--- config.mk ---
export PLATFORM = sky130hd
export DESIGN_NAME = i2c_resp_target
export DESIGN_NICKNAME = d
export VERILOG_FILES = /design/src/rtl/i2c_resp_pkg.sv /design/src/rtl/i2c_resp_sync.sv /design/src/rtl/i2c_resp_target.sv
export SDC_FILE = /design/constraint.sdc
export NUM_CORES = 1
export LEC_CHECK = 0
export ABC_AREA = 1
export CELL_PAD_IN_SITES_DETAIL_PLACEMENT = 0
export CELL_PAD_IN_SITES_GLOBAL_PLACEMENT = 1
export CORE_MARGIN = 8
export CORE_UTILIZATION = 48
export CTS_CLUSTER_SIZE = 30
export DETAILED_ROUTE_END_ITERATION = 8
export DONT_BUFFER_PORTS = 1
export HOLD_SLACK_MARGIN = 0.1
export PLACE_DENSITY_LB_ADDON = 0.1
export SLEW_MARGIN = 40
export SYNTH_ARGS = -nofsm -noshare
export SYNTH_HDL_FRONTEND = slang
export SYNTH_SLANG_ARGS = --single-unit
--- constraint.sdc ---
create_clock -name clk -period 2.2 [get_ports clk]
set_clock_uncertainty 0.15 [all_clocks]
set_input_delay 0.33 -clock clk [delete_from_list [all_inputs] [get_ports clk]]
set_output_delay 0.33 -clock clk [all_outputs]
set_load 0.01 [all_outputs]
--- src/rtl/i2c_resp_pkg.sv ---
// Shared types and constants for the I2C responder target.
package i2c_resp_pkg;

  typedef enum logic [2:0] {
    IDLE,
    ADDR,
    ADDR_ACK,
    WR_BYTE,
    WR_ACK,
    RD_BYTE,
    RD_ACK,
    WAIT_STOP
  } resp_state_e;

  localparam logic I2C_DRV_LOW = 1'b0;
  localparam logic I2C_RELEASE = 1'b1;

  localparam logic [6:0] DEFAULT_DEV_ADDR = 7'h50;

endpackage

--- src/rtl/i2c_resp_sync.sv ---
// Bus input synchronizer with rise/fall pulses on the synced level.
// Define I2C_RESP_FILTER_EN to add a 3-sample majority glitch filter.
module i2c_resp_sync #(
  parameter int unsigned SYNC_STAGES = 2
) (
  input  logic clk,
  input  logic rst,
  input  logic din,
  output logic level,
  output logic rise,
  output logic fall
);

  logic [SYNC_STAGES-1:0] chain;
  logic                   synced;
  logic                   prev;

  // Idle I2C bus is high, so everything resets to 1 to avoid spurious edges.
  always_ff @(posedge clk or negedge rst) begin
    if (!rst) chain <= '1;
    else      chain <= {chain[SYNC_STAGES-2:0], din};
  end

  assign synced = chain[SYNC_STAGES-1];

`ifdef I2C_RESP_FILTER_EN
  logic [1:0] hist;
  logic       filt;

  always_ff @(posedge clk or negedge rst) begin
    if (!rst) begin
      hist <= '1;
      filt <= 1'b1;
    end else begin
      hist <= {hist[0], synced};
      filt <= (hist[1] & hist[0]) | (hist[1] & synced) | (hist[0] & synced);
    end
  end

  assign level = filt;
`else
  assign level = synced;
`endif

  always_ff @(posedge clk or negedge rst) begin
    if (!rst) prev <= 1'b1;
    else      prev <= level;
  end

  assign rise = level & ~prev;
  assign fall = ~level & prev;

endmodule

--- src/rtl/i2c_resp_target.sv ---
// I2C responder with auto-incrementing register pointer; SDA drive is wired-AND on the bus.
// Optional input glitch filter via I2C_RESP_FILTER_EN (see i2c_resp_sync).
module i2c_resp_target
  import i2c_resp_pkg::*;
#(
  parameter logic [6:0]  DEV_ADDR    = DEFAULT_DEV_ADDR,
  parameter int unsigned NREGS       = 8,
  parameter int unsigned SYNC_STAGES = 2,
  localparam int unsigned IDXW       = $clog2(NREGS)
) (
  input  logic            clk,
  input  logic            rst,
  input  logic            scl_i,
  input  logic            sda_i,
  output logic            sda_o,
  output logic            busy_o,
  output logic            wr_stb_o,
  output logic [IDXW-1:0] wr_idx_o,
  output logic [7:0]      wr_data_o,
  output logic            rd_stb_o
);

  logic scl_lvl, scl_rise, scl_fall;
  logic sda_lvl, sda_rise, sda_fall;
  logic start_ev, stop_ev;

  i2c_resp_sync #(.SYNC_STAGES(SYNC_STAGES)) u_scl_sync (
    .clk(clk), .rst(rst), .din(scl_i),
    .level(scl_lvl), .rise(scl_rise), .fall(scl_fall)
  );

  i2c_resp_sync #(.SYNC_STAGES(SYNC_STAGES)) u_sda_sync (
    .clk(clk), .rst(rst), .din(sda_i),
    .level(sda_lvl), .rise(sda_rise), .fall(sda_fall)
  );

  assign start_ev = sda_fall & scl_lvl;
  assign stop_ev  = sda_rise & scl_lvl;

  resp_state_e     state, state_n;
  logic [3:0]      bitcnt, bitcnt_n;
  logic [7:0]      shreg, shreg_n;
  logic [IDXW-1:0] ptr, ptr_n, wr_idx_n;
  logic            first, first_n;
  logic            sda_n, busy_n, wr_stb_n, rd_stb_n, reg_we;
  logic [7:0]      wr_data_n, rd_byte, din;
  logic [7:0]      regs [NREGS];

  always_ff @(posedge clk or negedge rst) begin
    if (!rst) begin
      state     <= IDLE;
      bitcnt    <= '0;
      shreg     <= '0;
      ptr       <= '0;
      first     <= 1'b0;
      sda_o     <= I2C_RELEASE;
      busy_o    <= 1'b0;
      wr_stb_o  <= 1'b0;
      rd_stb_o  <= 1'b0;
      wr_idx_o  <= '0;
      wr_data_o <= '0;
    end else begin
      state     <= state_n;
      bitcnt    <= bitcnt_n;
      shreg     <= shreg_n;
      ptr       <= ptr_n;
      first     <= first_n;
      sda_o     <= sda_n;
      busy_o    <= busy_n;
      wr_stb_o  <= wr_stb_n;
      rd_stb_o  <= rd_stb_n;
      wr_idx_o  <= wr_idx_n;
      wr_data_o <= wr_data_n;
    end
  end

  always_ff @(posedge clk or negedge rst) begin
    if (!rst) begin
      for (int unsigned i = 0; i < NREGS; i++) regs[i] <= '0;
    end else if (reg_we) begin
      regs[ptr] <= shreg;
    end
  end

  always_comb begin
    state_n   = state;
    bitcnt_n  = bitcnt;
    shreg_n   = shreg;
    ptr_n     = ptr;
    first_n   = first;
    sda_n     = sda_o;
    busy_n    = busy_o;
    wr_stb_n  = 1'b0;
    rd_stb_n  = 1'b0;
    wr_idx_n  = wr_idx_o;
    wr_data_n = wr_data_o;
    reg_we    = 1'b0;
    rd_byte   = regs[ptr];
    din       = {shreg[6:0], sda_lvl};

    if (stop_ev) begin
      state_n = IDLE;
      sda_n   = I2C_RELEASE;
      busy_n  = 1'b0;
    end else if (start_ev) begin
      state_n  = ADDR;
      bitcnt_n = '0;
      sda_n    = I2C_RELEASE;
    end else begin
      case (state)
        ADDR: begin
          if (scl_rise && bitcnt < 4'd8) begin
            shreg_n  = din;
            bitcnt_n = bitcnt + 4'd1;
            if (bitcnt == 4'd7 && din[7:1] != DEV_ADDR) begin
              state_n = WAIT_STOP;
              busy_n  = 1'b0;
            end
          end else if (scl_fall && bitcnt == 4'd8) begin
            sda_n   = I2C_DRV_LOW;
            busy_n  = 1'b1;
            state_n = ADDR_ACK;
          end
        end
        ADDR_ACK: begin
          if (scl_fall) begin
            bitcnt_n = '0;
            if (!shreg[0]) begin
              sda_n   = I2C_RELEASE;
              first_n = 1'b1;
              state_n = WR_BYTE;
            end else begin
              shreg_n  = rd_byte;
              rd_stb_n = 1'b1;
              ptr_n    = ptr + IDXW'(1);
              sda_n    = rd_byte[7];
              state_n  = RD_BYTE;
            end
          end
        end
        WR_BYTE: begin
          // The byte is committed on the falling edge that starts its ACK, so a
          // STOP/START anywhere before that leaves the register file untouched.
          if (scl_rise && bitcnt < 4'd8) begin
            shreg_n  = din;
            bitcnt_n = bitcnt + 4'd1;
          end else if (scl_fall && bitcnt == 4'd8) begin
            sda_n    = I2C_DRV_LOW;
            bitcnt_n = '0;
            state_n  = WR_ACK;
            if (first) begin
              ptr_n   = shreg[IDXW-1:0];
              first_n = 1'b0;
            end else begin
              reg_we    = 1'b1;
              wr_stb_n  = 1'b1;
              wr_idx_n  = ptr;
              wr_data_n = shreg;
              ptr_n     = ptr + IDXW'(1);
            end
          end
        end
        WR_ACK: begin
          if (scl_fall) begin
            sda_n   = I2C_RELEASE;
            state_n = WR_BYTE;
          end
        end
        RD_BYTE: begin
          if (scl_fall) begin
            if (bitcnt == 4'd7) begin
              sda_n    = I2C_RELEASE;
              bitcnt_n = '0;
              state_n  = RD_ACK;
            end else begin
              sda_n    = shreg[6];
              shreg_n  = {shreg[6:0], 1'b0};
              bitcnt_n = bitcnt + 4'd1;
            end
          end
        end
        RD_ACK: begin
          if (scl_rise && sda_lvl) begin
            state_n = WAIT_STOP;
            busy_n  = 1'b0;
          end else if (scl_fall) begin
            shreg_n  = rd_byte;
            rd_stb_n = 1'b1;
            ptr_n    = ptr + IDXW'(1);
            sda_n    = rd_byte[7];
            state_n  = RD_BYTE;
          end
        end
        default: ;
      endcase
    end
  end

endmodule

* After elaboration in Yosys (flattened, before gate mapping)
Index checks and enable logic that the tools add are counted.
Operators by class: $add $sub $neg 2, $mul 0, divide/modulo/power cells 0, $lt $le $gt $ge 3, equal/unequal tests 40, shift-type cells 0, mux-type cells 80, bitwise logic cells 15, reduce and logical (&&, ||, !) cells 22
Operator list (number):
- $mux 8 | 10
- $bwmux 64 | 1
- $mux 3 | 21
- $ne 4x4->1 const B | 12
- $pmux 8 s4 | 1
- $mux 1 | 31
- $mux 4 | 7
- $bmux 8 s3 | 1
- $demux 8 s3 | 1
- $reduce_and 10->1 | 2
- $ne 2x2->1 const B | 9
- $pmux 3 s6 | 1
- $reduce_and 9->1 | 2
- $pmux 4 s4 | 1
- $ne 5x5->1 const B | 3
- $ne 3x3->1 const B | 4
- $reduce_and 6->1 | 2
- $eq 3x3->1 const B | 3
- $pmux 3 s3 | 1
- $not 1->1 | 8
- $reduce_and 8->1 | 1
- $reduce_bool 8->1 | 1
- $ne 7x7->1 const B | 1
- $reduce_and 7->1 | 1
- 23 further kinds | 37
Word-level totals: flip-flop bits (word level) 104, latch bits 0, bits in writable memories 0, bits in read-only memories 0, output and inout bits 15, memories kept 0

* Logic depth before layout (Yosys ltp)
depth after elaboration 9, gate-level depth with buffers 13, depth with buffers taken out 13

* Hierarchy
Synthesis repeated with hierarchy kept, for this count alone.
Unflattened totals: cells, all modules 675, area, all modules 5336.4 um2
Modules (own cells, without submodules):
- i2c_resp_target | instances 1, cells an instance 661, area an instance 5148.7 um2
- i2c_resp_sync | instances 2, cells an instance 7, area an instance 93.8 um2

* Least setup slack after synthesis
Ideal clock, no wire load.
path type reg-to-reg, start point register u_scl_sync.prev, end point register regs[24] (netlist bit), library setup time 0.132 ns, arrival time 1.576 ns, required time 1.918 ns, slack 0.342 ns, cell stages (with the launch flop) 11, cell sequence dfstp_2 inv_1 nor2_4 inv_1 nor2_2 nand4_4 nor2_8 nand2_4 buf_6 nand2_1 o21ai_2
On the way: cells in the longest elaborated chain, start to end 7
RTL lines:
- start: declaration | line i2c_resp_sync.sv:16 | logic prev;
- start signal: assignment | line i2c_resp_sync.sv:47 | else prev <= level;
- $and 1x1->1 / $not 1->1 (equally long branches) | line i2c_resp_sync.sv:51, i2c_resp_sync.sv:50
- $logic_and 1x1->1 / $and 1x1->1 (equally long branches) | line i2c_resp_target.sv:147, i2c_resp_sync.sv:50
- $mux 1 / $logic_and 1x1->1 (equally long branches) | line i2c_resp_target.sv:147, i2c_resp_target.sv:144
- $mux 1 * | line i2c_resp_target.sv:144 | if (scl_rise && bitcnt < 4'd8) begin
- $mux 1 * | line i2c_resp_target.sv:110 | case (state)
- $mux 1 * | line i2c_resp_target.sv:105 | end else if (start_ev) begin
- $mux 1 * | line i2c_resp_target.sv:101 | if (stop_ev) begin
- end signal: indexed assignment | line i2c_resp_target.sv:81 | regs[ptr] <= shreg;
- end: declaration | line i2c_resp_target.sv:47 | logic [7:0] regs [NREGS];
Every way passes the cells marked *; elsewhere a longest branch is shown, timed or not. A chain may end at the register's enable or synchronous reset.

* Worst setup path in the final report
start point register state[1], end point register shreg[6]
On the way: cells in the longest elaborated chain, start to end 4
RTL lines:
- start: declaration | line i2c_resp_target.sv:40 | resp_state_e state, state_n;
- start signal: assignment | line i2c_resp_target.sv:63 | state <= state_n;
- $eq 3x2->1 / $eq 3x1->1 (equally long branches) | line i2c_resp_target.sv:110
- $reduce_or 2->1 (no source line)
- $ne 2x1->1 (no source line) / $reduce_bool 4->1 (equally long branches)
- $reduce_and 10->1 (no source line)
- end signal: assignment | line i2c_resp_target.sv:65 | shreg <= shreg_n;
- end: declaration | line i2c_resp_target.sv:42 | logic [7:0] shreg, shreg_n;
Several ways; a longest one is shown, not always the timed one.

==> key figures <==
STA
  – Final setup viols: 0
  – Fmax achieved: 0.485 GHz
  – Slew at the pin closest to its max-slew limit: 0.543 ns
  – Hold Fails Final Rpt: 104
  – Slew Limit Fails: 0
  – Crit share post-route: 0.938
  – Tmin final: 2.06 ns
  – Setup repair after global routing missed its margin: no
  – Setup slack after layout: about 0.14 ns
  – Final hold slack: -0.485 ns
  – Setup_tns: 0 ns
  – Worst slew margin: 0.638

Clock tree
  – Clock latency on the worst-skew pair: about 0.36 ns
  – CTS tree: done
  – Sink Count: 104
  – Hold_buf cts: 2
  – CTS buffer count: 9
  – CTS Root Cell: clkbuf_16
  – Max clock buf depth: 2
  – H-tree depth: 3
  – Worst-path clk slew: ~0.070 ns

Placed design
  – Post-DP HPWL: a little under 10 mm
  – Final Wtd Congestion: 0.886
  – Pre-CTS WS: 0.0783 ns
  – PortBufs: 0
  – Dpl cell area: 5640 um^2
  – Cell count after placement: between 800 and 900

Drt
  – Routed Antenna Nets: 0
  – Drt initial violations: 274
  – Via density per instance: 5.24
  – Vias: 4443
  – Drt drc: 0
  – Routed WL: roughly 14 mm
  – Router iterations before antenna repair: 4
  – Wirelength per Cell: 16.5 um

Status
  – Failing checks: negative hold slack
  – Status: finished, violations left

Logic synthesis
  – Largest family of logic cells by synthesized area: simple AND/OR/NAND/NOR gates
  – Post-Synth Simple-Gate Area: 0.289
  – Sequential-to-total area share from yosys stat: 0.482
  – Syn_nets: 696
  – Synthesized instance count: ~700
  – Syn avg cell area: between 7 and 8 um^2
  – Yosys warns: 0
  – Post-Syn Area: 5420 um^2
  – Compound-Gate Fraction of Synth Area: 0.140
  – Unique cell type count in the Yosys netlist: 37
  – Synth Area in Adders: 0.00692
  – Yosys reg bits: 104
  – Xor and xnor area share after synthesis: 0.00323
  – Post-synthesis mux area share: 0

Pwr
  – Flop pwr share: 0.348
  – Max IR drop VDD: 1050 uV
  – Net Sw Power: 2.86 mW
  – Pleak: 2.91 nW
  – Pwr dens: between 1000 and 1500 nW/um^2
  – Comb pwr share: 0.412
  – Switching Share: 0.426
  – Int Pwr: 3.87 mW
  – Clock Power Share: 0.240
  – Overall power: 6.73 mW

Setup path
  – R2R Setup Slk: 0.14 ns
  – Critical Path RT: 2.32 ns
  – FF-to-FF Start: state[1]
  – R2R depth: 10
  – CP arrival: 2.19 ns
  – WS Path Type: flop to flop
  – Worst reg2reg path endpoint: shreg[6]
  – CP startpoint kind: flop
  – Worst Path Max Fanout: 6
  – Crit. End Element: flop

Floorplanning
  – Die X-Extent: 122 um
  – I/O pin cnt: 19
  – DIE AREA: 15000 um^2
  – Starting density of the core: 0.483
  – Core area: 11200 um^2
  – Num rows: 39
  – Die height: approximately 120 um

Global routing
  – Global route total overflow: 0
  – Vias in the first global route: 4330
  – First-pass GRT wire length: 22.7 mm
  – Initial antenna violation count: 0
  – Largest net degree at the start of global routing: ~110
  – Tot GR Track Use: 0.198

Cells and area
  – Final Non-Filler Cells: around 850
  – Area grow syn2layout: 10.5%
  – Layout cells sized above 1: 0.133
  – Post-route cell area: 5990 um^2
  – Commonest non-fill, non-tap cell in the layout: nand2_1
  – Final design utilization: 0.534
  – Layout Nets: 708
  – ANT cells: 0
  – Most frequent cells in the layout: nand2_1 (222), dfrtp_1 (96), inv_1 (69)

Hold path
  – Worst min path class: primary input to async pin

Run
  – Max cap viols: 0
timing repair:
action / 4_1_cts / 5_1_grt
setup buffers: 0 / 1
gates resized for setup: 0 / 3
endpoints found under the setup margin: 0 / 24
endpoints found under the hold margin: 106 / 104
cells by family (layout without fill, tap and decap cells):
logic type               Yosys count  in the layout
buffers and inverters            101            117
adder cells (fa/ha/maj)            3              3
AND/OR/NAND/NOR                  347            347
XOR/XNOR                           2              2
AO/OA/AOI/OAI                    132            132
flip-flops                       104            104
worst max path at each step:
stage	startpoint	end	slack [ns]	cells after the start
2_1_floorplan	u_scl_sync.prev	regs[24]	0.34	10
3_3_place_gp	bitcnt[0]	regs[20]	0.18	9
3_5_place_dp	u_scl_sync.prev	regs[49]	0.08	7
4_1_cts	u_scl_sync.prev	regs[17]	0.06	7
5_1_grt	state[1]	shreg[6]	0.03	10
6_report	state[1]	shreg[6]	0.14	10
cells in the mapped netlist (all sizes together):
cell	count	area share
a21oi	9	0.0083
nor2	65	0.056
inv	76	0.053
dfstp	7	0.034
and3	1	0.0012
o22ai	6	0.0069
buf	12	0.017
o2111ai	1	0.0016
ha	3	0.0069
nor3	4	0.0078
nand3	41	0.047
nand3b	2	0.0035
nand2	228	0.16
o21ai	99	0.10
dfrtp	97	0.45
o211ai	17	0.024
xnor2	1	0.0016
clkinv	2	0.0023
clkbuf	11	0.0076
or2	3	0.0035
nand4	3	0.0062
xor2	1	0.0016
flip-flops by register name, summed over array words and instances, names as in the netlist, 2 cells and up:
register,flops
shreg,8
u_scl_sync.chain,2
bitcnt,4
ptr,3
u_sda_sync.chain,2
regs,64
state,3
wr_idx_o,3
wr_data_o,8
final cells by class:
cell class	instances	area, um^2
clock buffer	11	233
clock inverter	4	55.1
timing repair buffer	24	210
sequential	104	2610
multi-input combinational	484	2400
tap	143	179
inverter	78	298
fill	1073	5230
per-layer routing:
metal	global-route usage	share of wire	vias to the layer above
met5	0	0	-
met4	0.0769	0.021	0
met3	0.0354	0.030	17
met2	0.314	0.47	70
met1	0.266	0.48	2125
li1	-	-	2231
critical path, cell delays in order, from the launching register on:
cell and delay [ns]:
dfrtp_1 0.47, inv_2 0.16, nor2_4 0.06, nand2_2 0.13, nor2_1 0.09, nor2_1 0.24
nand2_1 0.14, nor3_4 0.23, buf_4 0.19, nand2_1 0.05, o21ai_0 0.07
power groups by stage:
stage	sequential, mW	combinational [mW]	clock [mW]
final	2.35	2.77	1.61
after global placement	2.37	2.74	0
after CTS	2.34	2.75	1.66
after detailed placement	2.38	2.74	0
after global routing	2.38	3.13	1.71
after floorplan	2.29	1.98	0
No activity file was read; power rests on OpenSTA's default activity.
